### src/rtl/rgb_pack_pkg.sv
// Shared types and constants for the RGB888 -> 32-bit word packer.
package rgb_pack_pkg;
  localparam int PIX_PER_GROUP   = 4;
  localparam int WORDS_PER_GROUP = 3;
  localparam int BYTES_PER_WORD  = 4;

  typedef enum logic [1:0] {PH0, PH1, PH2, PH3} pack_phase_t;

  typedef struct packed {
    logic [8*BYTES_PER_WORD-1:0] data;
    logic                        sof;
    logic                        eol;
    logic                        eof;
  } pack_entry_t;
endpackage

### src/rtl/rgb_pack_fifo.sv
// Synchronous FIFO of pack_entry_t; head entry is read straight out of storage.
module rgb_pack_fifo
  import rgb_pack_pkg::*;
#(
  parameter int FIFO_DEPTH = 4
) (
  input  logic                          clk,
  input  logic                          rst,
  input  logic                          i_push,
  input  pack_entry_t                   i_entry,
  input  logic                          i_pop,
  output pack_entry_t                   o_head,
  output logic                          o_valid,
  output logic [$clog2(FIFO_DEPTH):0]   o_count
);
  localparam int AW = $clog2(FIFO_DEPTH);
  localparam int CW = AW + 1;

  generate
    if (FIFO_DEPTH < 2 || (FIFO_DEPTH & (FIFO_DEPTH - 1)) != 0) begin : g_bad_depth
      $error("FIFO_DEPTH must be a power of 2 and at least 2");
    end
  endgenerate

  pack_entry_t       r_mem [FIFO_DEPTH];
  logic [AW-1:0]     r_wr, r_rd;
  logic [CW-1:0]     r_cnt;
  logic              w_push, w_pop;

  assign w_push  = i_push && (r_cnt != CW'(FIFO_DEPTH));
  assign w_pop   = i_pop && (r_cnt != '0);
  assign o_valid = (r_cnt != '0);
  assign o_count = r_cnt;
  // Gate with valid so the outputs read zero when empty, including out of reset.
  assign o_head  = o_valid ? r_mem[r_rd] : '0;

  always_ff @(posedge clk) begin
    if (w_push) r_mem[r_wr] <= i_entry;
  end

  always_ff @(posedge clk) begin
    if (rst) begin
      r_wr  <= '0;
      r_rd  <= '0;
      r_cnt <= '0;
    end else begin
      if (w_push) r_wr <= r_wr + 1'b1;
      if (w_pop)  r_rd <= r_rd + 1'b1;
      case ({w_push, w_pop})
        2'b10:   r_cnt <= r_cnt + 1'b1;
        2'b01:   r_cnt <= r_cnt - 1'b1;
        default: r_cnt <= r_cnt;
      endcase
    end
  end
endmodule

### src/rtl/rgb_word_packer.sv
// Packs RGB888 pixels, 4 per group, into 3 tagged 32-bit words through a small FIFO.
// Optional RGB_PACKER_FRAME_CNT_EN adds a 16-bit count of popped end-of-frame words.
module rgb_word_packer
  import rgb_pack_pkg::*;
#(
  parameter int IMG_WIDTH  = 640,
  parameter int IMG_HEIGHT = 480,
  parameter int FIFO_DEPTH = 4
) (
  input  logic        clk,
  input  logic        rst,
  input  logic        pix_valid,
  output logic        pix_ready,
  input  logic        pix_sof,
  input  logic [7:0]  R_in,
  input  logic [7:0]  G_in,
  input  logic [7:0]  B_in,
  output logic [31:0] word_data,
  output logic        word_valid,
  input  logic        word_ready,
  output logic        word_sof,
  output logic        word_eol,
  output logic        word_eof,
  output logic        err_resync
`ifdef RGB_PACKER_FRAME_CNT_EN
  ,
  output logic [15:0] frame_cnt
`endif
);
  localparam int XW = $clog2(IMG_WIDTH);
  localparam int YW = (IMG_HEIGHT > 1) ? $clog2(IMG_HEIGHT) : 1;
  localparam int CW = $clog2(FIFO_DEPTH) + 1;

  generate
    if (IMG_WIDTH % PIX_PER_GROUP != 0 || IMG_WIDTH < PIX_PER_GROUP) begin : g_bad_width
      $error("IMG_WIDTH must be a non-zero multiple of 4");
    end
  endgenerate

  pack_phase_t     r_phase, w_ph_eff, w_ph_nxt;
  logic [XW-1:0]   r_x, w_x_eff, w_x_nxt;
  logic [YW-1:0]   r_y, w_y_eff, w_y_nxt;
  logic [7:0]      r_r0, r_g0, r_b0, r_g1, r_b1, r_b2;
  logic            r_err, w_err_nxt;
  logic            w_accept, w_pop, w_push, w_last_x, w_last_y;
  pack_entry_t     w_entry, w_head;
  logic [CW-1:0]   w_count;

  assign w_accept  = pix_valid & pix_ready;
  assign w_pop     = word_valid & word_ready;
  assign pix_ready = (w_count < CW'(FIFO_DEPTH));

  // A start-of-frame pixel is always handled as pixel (0,0), whatever the counters say.
  assign w_ph_eff  = pix_sof ? PH0 : r_phase;
  assign w_x_eff   = pix_sof ? '0  : r_x;
  assign w_y_eff   = pix_sof ? '0  : r_y;
  assign w_last_x  = (w_x_eff == XW'(IMG_WIDTH - 1));
  assign w_last_y  = (w_y_eff == YW'(IMG_HEIGHT - 1));

  always_comb begin
    w_ph_nxt  = r_phase;
    w_x_nxt   = r_x;
    w_y_nxt   = r_y;
    w_err_nxt = r_err;
    w_push    = 1'b0;
    w_entry   = '0;
    if (w_accept) begin
      w_ph_nxt = pack_phase_t'(w_ph_eff + 2'd1);
      w_x_nxt  = w_last_x ? '0 : w_x_eff + XW'(1);
      if (w_last_x) w_y_nxt = w_last_y ? '0 : w_y_eff + YW'(1);
      else          w_y_nxt = w_y_eff;
      if (pix_sof && (r_phase != PH0 || r_x != '0 || r_y != '0)) w_err_nxt = 1'b1;
      case (w_ph_eff)
        PH1: begin
          w_push       = 1'b1;
          w_entry.data = {R_in, r_b0, r_g0, r_r0};
          w_entry.sof  = (w_y_eff == '0) && (w_x_eff == XW'(1));
        end
        PH2: begin
          w_push       = 1'b1;
          w_entry.data = {G_in, R_in, r_b1, r_g1};
        end
        PH3: begin
          w_push       = 1'b1;
          w_entry.data = {B_in, G_in, R_in, r_b2};
          w_entry.eol  = w_last_x;
          w_entry.eof  = w_last_x & w_last_y;
        end
        default: ;
      endcase
    end
  end

  always_ff @(posedge clk) begin
    if (rst) begin
      r_phase <= PH0;
      r_x     <= '0;
      r_y     <= '0;
      r_err   <= 1'b0;
    end else begin
      r_phase <= w_ph_nxt;
      r_x     <= w_x_nxt;
      r_y     <= w_y_nxt;
      r_err   <= w_err_nxt;
    end
  end

  // Leftover bytes only matter once a later pixel completes their word, so no reset needed.
  always_ff @(posedge clk) begin
    if (w_accept) begin
      case (w_ph_eff)
        PH0: begin r_r0 <= R_in; r_g0 <= G_in; r_b0 <= B_in; end
        PH1: begin r_g1 <= G_in; r_b1 <= B_in; end
        PH2: r_b2 <= B_in;
        default: ;
      endcase
    end
  end

  rgb_pack_fifo #(.FIFO_DEPTH(FIFO_DEPTH)) u_fifo (
    .clk     (clk),
    .rst     (rst),
    .i_push  (w_push),
    .i_entry (w_entry),
    .i_pop   (w_pop),
    .o_head  (w_head),
    .o_valid (word_valid),
    .o_count (w_count)
  );

  assign word_data  = w_head.data;
  assign word_sof   = w_head.sof;
  assign word_eol   = w_head.eol;
  assign word_eof   = w_head.eof;
  assign err_resync = r_err;

`ifdef RGB_PACKER_FRAME_CNT_EN
  logic [15:0] r_frame_cnt;
  always_ff @(posedge clk) begin
    if (rst)                   r_frame_cnt <= '0;
    else if (w_pop & word_eof) r_frame_cnt <= r_frame_cnt + 16'd1;
  end
  assign frame_cnt = r_frame_cnt;
`endif
endmodule
### config.mk
export PLATFORM = sky130hd
export DESIGN_NAME = rgb_word_packer
export DESIGN_NICKNAME = d
export VERILOG_FILES = /design/src/rtl/rgb_pack_pkg.sv /design/src/rtl/rgb_pack_fifo.sv /design/src/rtl/rgb_word_packer.sv
export SDC_FILE = /design/constraint.sdc
export NUM_CORES = 1
export LEC_CHECK = 0
export CAP_MARGIN = 5
export CORE_ASPECT_RATIO = 1.1
export CORE_MARGIN = 5
export CORE_UTILIZATION = 60
export CTS_BUF_LIST = sky130_fd_sc_hd__clkbuf_4 sky130_fd_sc_hd__clkbuf_8 sky130_fd_sc_hd__clkbuf_16
export CTS_CLUSTER_DIAMETER = 40
export DETAILED_ROUTE_END_ITERATION = 10
export GPL_TIMING_DRIVEN = 0
export PLACE_DENSITY = 0.8
export REMOVE_ABC_BUFFERS = 1
export SLEW_MARGIN = 25
export SYNTH_ARGS = -nofsm -noshare
export SYNTH_HDL_FRONTEND = slang
export SYNTH_SLANG_ARGS = --single-unit
export TNS_END_PERCENT = 1
### constraint.sdc
create_clock -name clk -period 8.93 [get_ports clk]
set_input_delay 1.786 -clock clk [delete_from_list [all_inputs] [get_ports clk]]
set_output_delay 1.786 -clock clk [all_outputs]
set_load 0.05 [all_outputs]
### After elaboration in Yosys (flattened, before gate mapping)

Memories as Yosys holds them, arrays and structs flattened. A register that Yosys moved wholly into a read port is not among the register bits.
Index checks and enable logic that the tools add are counted.

* memories: 1
* register bits after elaboration: 77
* input port bits: 29
* logic and storage cells: 70
* memory bits (writable): 140
* output and inout port bits: 38

Memory list
* u_fifo.r_mem: depth 4, bits a word 35, rd ports 1, clocked after Yosys merged registers in 1, write ports 1, RTL line rgb_pack_fifo.sv:25 `pack_entry_t r_mem [FIFO_DEPTH];`

* magnitude comparators: 1
* reductions and logical operators: 18
* multiplexer cells: 18
* add/sub/neg operators: 7
* bitwise operators: 3
* eq/ne operators: 9

Operators with widths (count)
* $pmux W32 S3: 1
* $mux W35: 2
* $mux W9: 3
* $mux W10: 2
* $add A10 B1 Y10 const B: 1
* $eq A10 B1 Y1 const B: 1
* $eq A10 B10 Y1 const B: 1
* $reduce_bool A10 Y1: 1
* $add A9 B1 Y9 const B: 1
* $eq A9 B9 Y1 const B: 1
* $logic_not A9 Y1: 1
* $reduce_bool A9 Y1: 1
* $mux W2: 4
* $reduce_and A2 Y1: 4
* $add A2 B1 Y2 const B: 3
* $eq A2 B2 Y1 const B: 3
* $pmux W3 S2: 1
* $mux W1: 5
* $eq A2 B1 Y1 const B: 2
* $logic_and A1 B1 Y1: 4
* $reduce_bool A2 Y1: 2
* $add A3 B1 Y3 const B: 1
* $and A1 B1 Y1: 3
* $lt A3 B3 Y1 const B: 1
* other kinds (6): 7

### Longest topological paths before layout

* depth after elaboration: 8
* mapped depth: 13

### Modules after synthesis

A second synthesis with hierarchy kept.

* cells, all modules: 599
* area, all modules: 9272.6 um^2

By module, submodules not included
* rgb_pack_fifo: sequential area each 4384.2 um^2, cells each 276, area an instance 5823.1 um^2, instances 1
* rgb_word_packer: sequential area each 1881.8 um^2, cells each 323, area an instance 3449.6 um^2, instances 1

### Worst setup path before layout

Ideal clock, no wire load.

* path type: in2reg
* start point: in pix_sof
* end point: reg u_fifo.r_cnt[2] (netlist: u_fifo.o_count[2])
* path slack: 4.809 ns
* required time: 8.860 ns
* setup time: 0.070 ns
* arrival time: 4.050 ns
* stages: 13
* path through: buf_2 clkbuf_1 nand2b_1 ha_1 nor2_2 inv_2 buf_2 ha_1 inv_1 fa_1 xor2_1 or3_1 a21oi_1

* cells in the longest elaborated chain, start to end: 8

RTL lines
* from (decl): RTL line rgb_word_packer.sv:14 `input logic pix_sof,`
* $mux W2 (*): RTL line rgb_word_packer.sv:54 `assign w_ph_eff = pix_sof ? PH0 : r_phase;`
* $eq A2 B2 Y1 or $eq A2 B1 Y1 (tied branches): RTL line rgb_word_packer.sv:73 `case (w_ph_eff)`
* $reduce_or A3 Y1 (no source line) (*)
* $mux W1 (*): RTL line rgb_word_packer.sv:73
* $mux W1 (*): RTL line rgb_word_packer.sv:67 `if (w_accept) begin`
* $logic_and A1 B1 Y1 (*): RTL line rgb_pack_fifo.sv:30 `assign w_push = i_push && (r_cnt != CW'(FIFO_DEPTH));`
* $eq A2 B1 Y1 or $eq A2 B2 Y1 (tied branches): RTL line rgb_pack_fifo.sv:49 `case ({w_push, w_pop})`
* $pmux W3 S2 or $reduce_bool A2 Y1 (tied branches)
* to (signal assigned): RTL line rgb_pack_fifo.sv:50 `2'b10: r_cnt <= r_cnt + 1'b1;`
* to (signal assigned): RTL line rgb_pack_fifo.sv:51 `2'b01: r_cnt <= r_cnt - 1'b1;`
* to (signal assigned): RTL line rgb_pack_fifo.sv:52 `default: r_cnt <= r_cnt;`
* to (decl): RTL line rgb_pack_fifo.sv:27 `logic [CW-1:0] r_cnt;`

Mark *: on every way between the ends. The rest lies on a longest branch, timed or not.
A chain may end at the register's enable or synchronous reset.

### Final worst setup path

Ends and elaborated chain as after synthesis.

==> summary.txt <==
Run status
  – Status: finished clean

Logic synthesis
  – Syn Area/Cell: 15.8 µm²
  – Synth cell types: 53
  – FF+latch count, synth: 219
  – Seq/Total Area, Yosys: 0.692
  – Synth warn: 0
  – Synth Flop Type: edfxtp_1
  – Mapped Area: 0.00906 mm²
  – Ys async rst share: 0
  – Number of synthesized flops with an enable pin: 188
  – Cells after synthesis: 574

Global routing
  – GR Overflow Total: 0
  – Largest net degree at the start of global routing: 39
  – First-pass GRT wire length: 31,000 µm
  – Antenna violations before repair: 0
  – Overall routing resource usage: 0.222
  – Vias in the first global route: 5,534

Place
  – Placed insts: 802
  – Final HPWL DP: 11,200 µm
  – IO buf count: 66
  – Gp weighted congestion: 0.811

STA
  – Final setup TNS: 0 ns
  – Final hold violation count: 0
  – Slew margin rel.: 0.353
  – Minimum clock period: 5.04 ns
  – Worst-Margin Slew: 0.970 ns
  – Setup Viol. Count Final: 0
  – Maximum operating frequency: 199 MHz
  – WHS: 0.506 ns
  – Skew final: 0.00739 ns
  – Slew Viols, Final: 0
  – Final cycle utilization of the critical path: 0.564
  – Unrepaired setup endpoints after global routing: no

Setup path
  – Worst path cell trace: clkdlybuf4s50_1, nor2b_1, inv_1, ha_1, nor2_2, inv_2, ha_1, inv_1, fa_1, xor2_1, or3_1, a21oi_1
  – Critical Path RT: 9.35 ns
  – Top delay family on crit path: buffers and inverters
  – R2R Path End: u_fifo.o_count[2]$_SDFFE_PP0P_
  – CP Capture Type: flip-flop
  – Arrival @ worst endpoint: 5.46 ns
  – Crit Path Max Fanout: 34
  – Max stage delay on crit path: 1.01 ns
  – CP Buf/Inv Count: 4
  – CP Launch Type: input pin
  – R2R Path Start: u_fifo.o_count[2]$_SDFFE_PP0P_
  – Reg2reg setup slack: 5.61 ns
  – Worst r2r path cells: 9
  – Critical path's slowest cell: clkdlybuf4s50_1
  – Kind of critical path: input pin to flip-flop

Final layout
  – Area growth from synthesis to layout: 19.2%
  – Antenna cells: 0
  – Fraction of layout cells with a size suffix above 1: 0.160
  – Fin nets: 674
  – Non-Filler Instances: 846

Run
  – Max cap viols: 0

Hold path
  – HP Class: flip-flop to flip-flop
  – Hold path depth: 2
  – Hold_sp: r_y[4]$_SDFFE_PP0P_
  – Hold EP: r_y[4]$_SDFFE_PP0P_

Route
  – Initial DRC Count: 733
  – Routed Antenna Nets: 0
  – Post-DR vias/cell: 6.43
  – DR vias: 5,440
  – DR DRC count: 0
  – Routed len/inst: 23.1 µm
  – DR pass1 iterations: 7
  – Drt total wl: 19,500 µm

Floorplan
  – FP Rows: 47
  – Die width: 127 µm
  – Starting Density: 0.606
  – Core area: 0.0149 mm²
  – Die Y: 139 µm
  – Die area: 0.0177 mm²
  – Ports: 67

Clock tree
  – Post-CTS Resized: 0
  – Htree depth: 1
  – Clk buf depth: 3
  – Clock slew at reported path FFs: 0.06 ns
  – Root buf cell: clkbuf_16
  – CTS Buf Count: 24
  – Cts hold-fix bufs: 0
  – CTS sink cnt: 219
  – Skew-Pair Late Insertion Delay: 0.50 ns
  – Setup bufs post-CTS: 0
  – CTS tree: built

Power
  – Worst vdd ir: 0.000157 V
  – Lkg Pwr: 3.43 nW
  – Pwr/cell area: 266 mW/mm²
==> sequential cells by signal, indices dropped and copies added (netlist names), named ones only <==
signal / cells
r_g0: 8
u_fifo.r_rd: 2
err_resync: 1
r_phase: 2
r_b0: 8
u_fifo.o_count: 3
u_fifo.r_wr: 2
r_b2: 8
r_b1: 8
r_g1: 8
u_fifo.r_mem: 140
r_x: 10
r_r0: 8
r_y: 9
==> final cells by class <==
type                            instances  area, µm²
Multi-Input combinational cell        301       2570
Fill cell                             931       4140
Tap cell                              196        245
Timing Repair Buffer                   72        806
Clock inverter                         12        164
Clock buffer                           32        684
Sequential cell                       219       6270
Inverter                               14       52.6
==> layout by cell type, fill, tap and decap left out, types with 3 or more instances in the layout <==
cell             netlist  routed
edfxtp_1             188     188
clkdlybuf4s50_1        0      65
nor2_1                49      49
and2_1                46      41
mux4_2                35      35
a222oi_1              32      32
dfxtp_1               31      29
clkbuf_16              0      25
a21oi_1               17      17
inv_1                 13      13
nand2_1               13      13
o21ai_0               11      11
ha_1                  12       9
nand2b_1               7       7
nand4_1                7       7
nor4_1                 6       6
nand3_1                6       6
a31oi_1                6       6
clkbuf_4               0       6
and2_2                 0       5
nor2b_1                5       4
buf_16                 0       4
xor2_1                 3       3
a211oi_1               3       3
nand4b_1               3       3
or3_1                  4       3
a211o_1                3       3
ha_2                   0       3
bufinv_16              0       3
==> how the worst max path moves through the flow <==
| stage | from | endpoint | slack (ns) | cells past startpoint |
|---|---|---|---|---|
| after floorplan | flip-flop | word_data[0] | 4.61 | 2 |
| after global routing | pix_sof | u_fifo.o_count[2]$_SDFFE_PP0P_ | 3.67 | 12 |
| after CTS | pix_sof | u_fifo.o_count[2]$_SDFFE_PP0P_ | 3.89 | 12 |
| final | pix_sof | u_fifo.o_count[2]$_SDFFE_PP0P_ | 3.89 | 12 |
| after global placement | pix_sof | u_fifo.r_mem[1][24]$_DFFE_PP_ | 3.36 | 6 |
| after detailed placement | pix_sof | u_fifo.o_count[2]$_SDFFE_PP0P_ | 3.38 | 12 |
==> metrics by stage <==
| stage | worst slack [ns] | cell area [µm²] | total power, mW | util |
|---|---|---|---|---|
| after floorplan | 4.61 | 8870 | 1.63 | - |
| after global placement | 3.36 | 9780 | 1.84 | 0.655 |
| after detailed placement | 3.38 | 9950 | 1.87 | 0.666 |
| after CTS | 3.89 | 10800 | 2.89 | 0.723 |
| after global routing | 3.67 | 10800 | 2.97 | 0.723 |
| final | 3.89 | 10800 | 2.87 | 0.723 |
==> synth_stat cells (3+ instances only) <==
library cell	count	area [µm²]
a211o_1	3	26.3
a211oi_1	3	22.5
a21oi_1	17	85.1
a222oi_1	32	320
a31oi_1	6	37.5
and2_1	46	288
buf_2	8	40.0
buf_6	3	33.8
clkbuf_1	26	97.6
dfxtp_1	31	621
edfxtp_1	188	5650
ha_1	12	150
inv_1	13	48.8
mux4_2	35	788
nand2_1	13	48.8
nand2b_1	7	43.8
nand3_1	6	30.0
nand4_1	7	43.8
nand4b_1	3	26.3
nor2_1	49	184
nor2b_1	5	31.3
nor4_1	6	37.5
o21ai_0	11	55.1
or3_1	4	25.0
xor2_1	3	26.3
==> power breakdown <==
part           internal, mW  switching (mW)  total (mW)
registers              1.14          0.0213        1.16
logic                 0.251           0.422       0.674
clock network         0.635           0.400        1.04
total                  2.03           0.844        2.87
==> worst min-delay path, cell delays in order (launching register included) <==
cell     delay [ns]
dfxtp_1        0.33
nand2_1        0.06
a31oi_1        0.06
==> routing by layer <==
| metal | GRT usage | vias to the layer above | wire [µm] | share of wire |
|---|---|---|---|---|
| li1 | - | 2401 | - | - |
| met1 | 0.295 | 2730 | 7400 | 0.38 |
| met2 | 0.383 | 284 | 10200 | 0.52 |
| met3 | 0.0358 | 25 | 1640 | 0.084 |
| met4 | 0.0599 | 0 | 263 | 0.013 |
| met5 | 0 | - | 0 | 0 |
==> kinds of logic after synthesis <==
group | count (synthesis) | synth area share
XOR/XNOR | 5 | 0.00484
AND/OR/NAND/NOR | 164 | 0.0991
flip-flops | 219 | 0.692
buffers and inverters | 54 | 0.0264
adder cells (fa/ha/maj) | 13 | 0.0188
AO/OA/AOI/OAI | 83 | 0.0710
multiplexers | 36 | 0.0881
(Power assumes the default switching activity.)
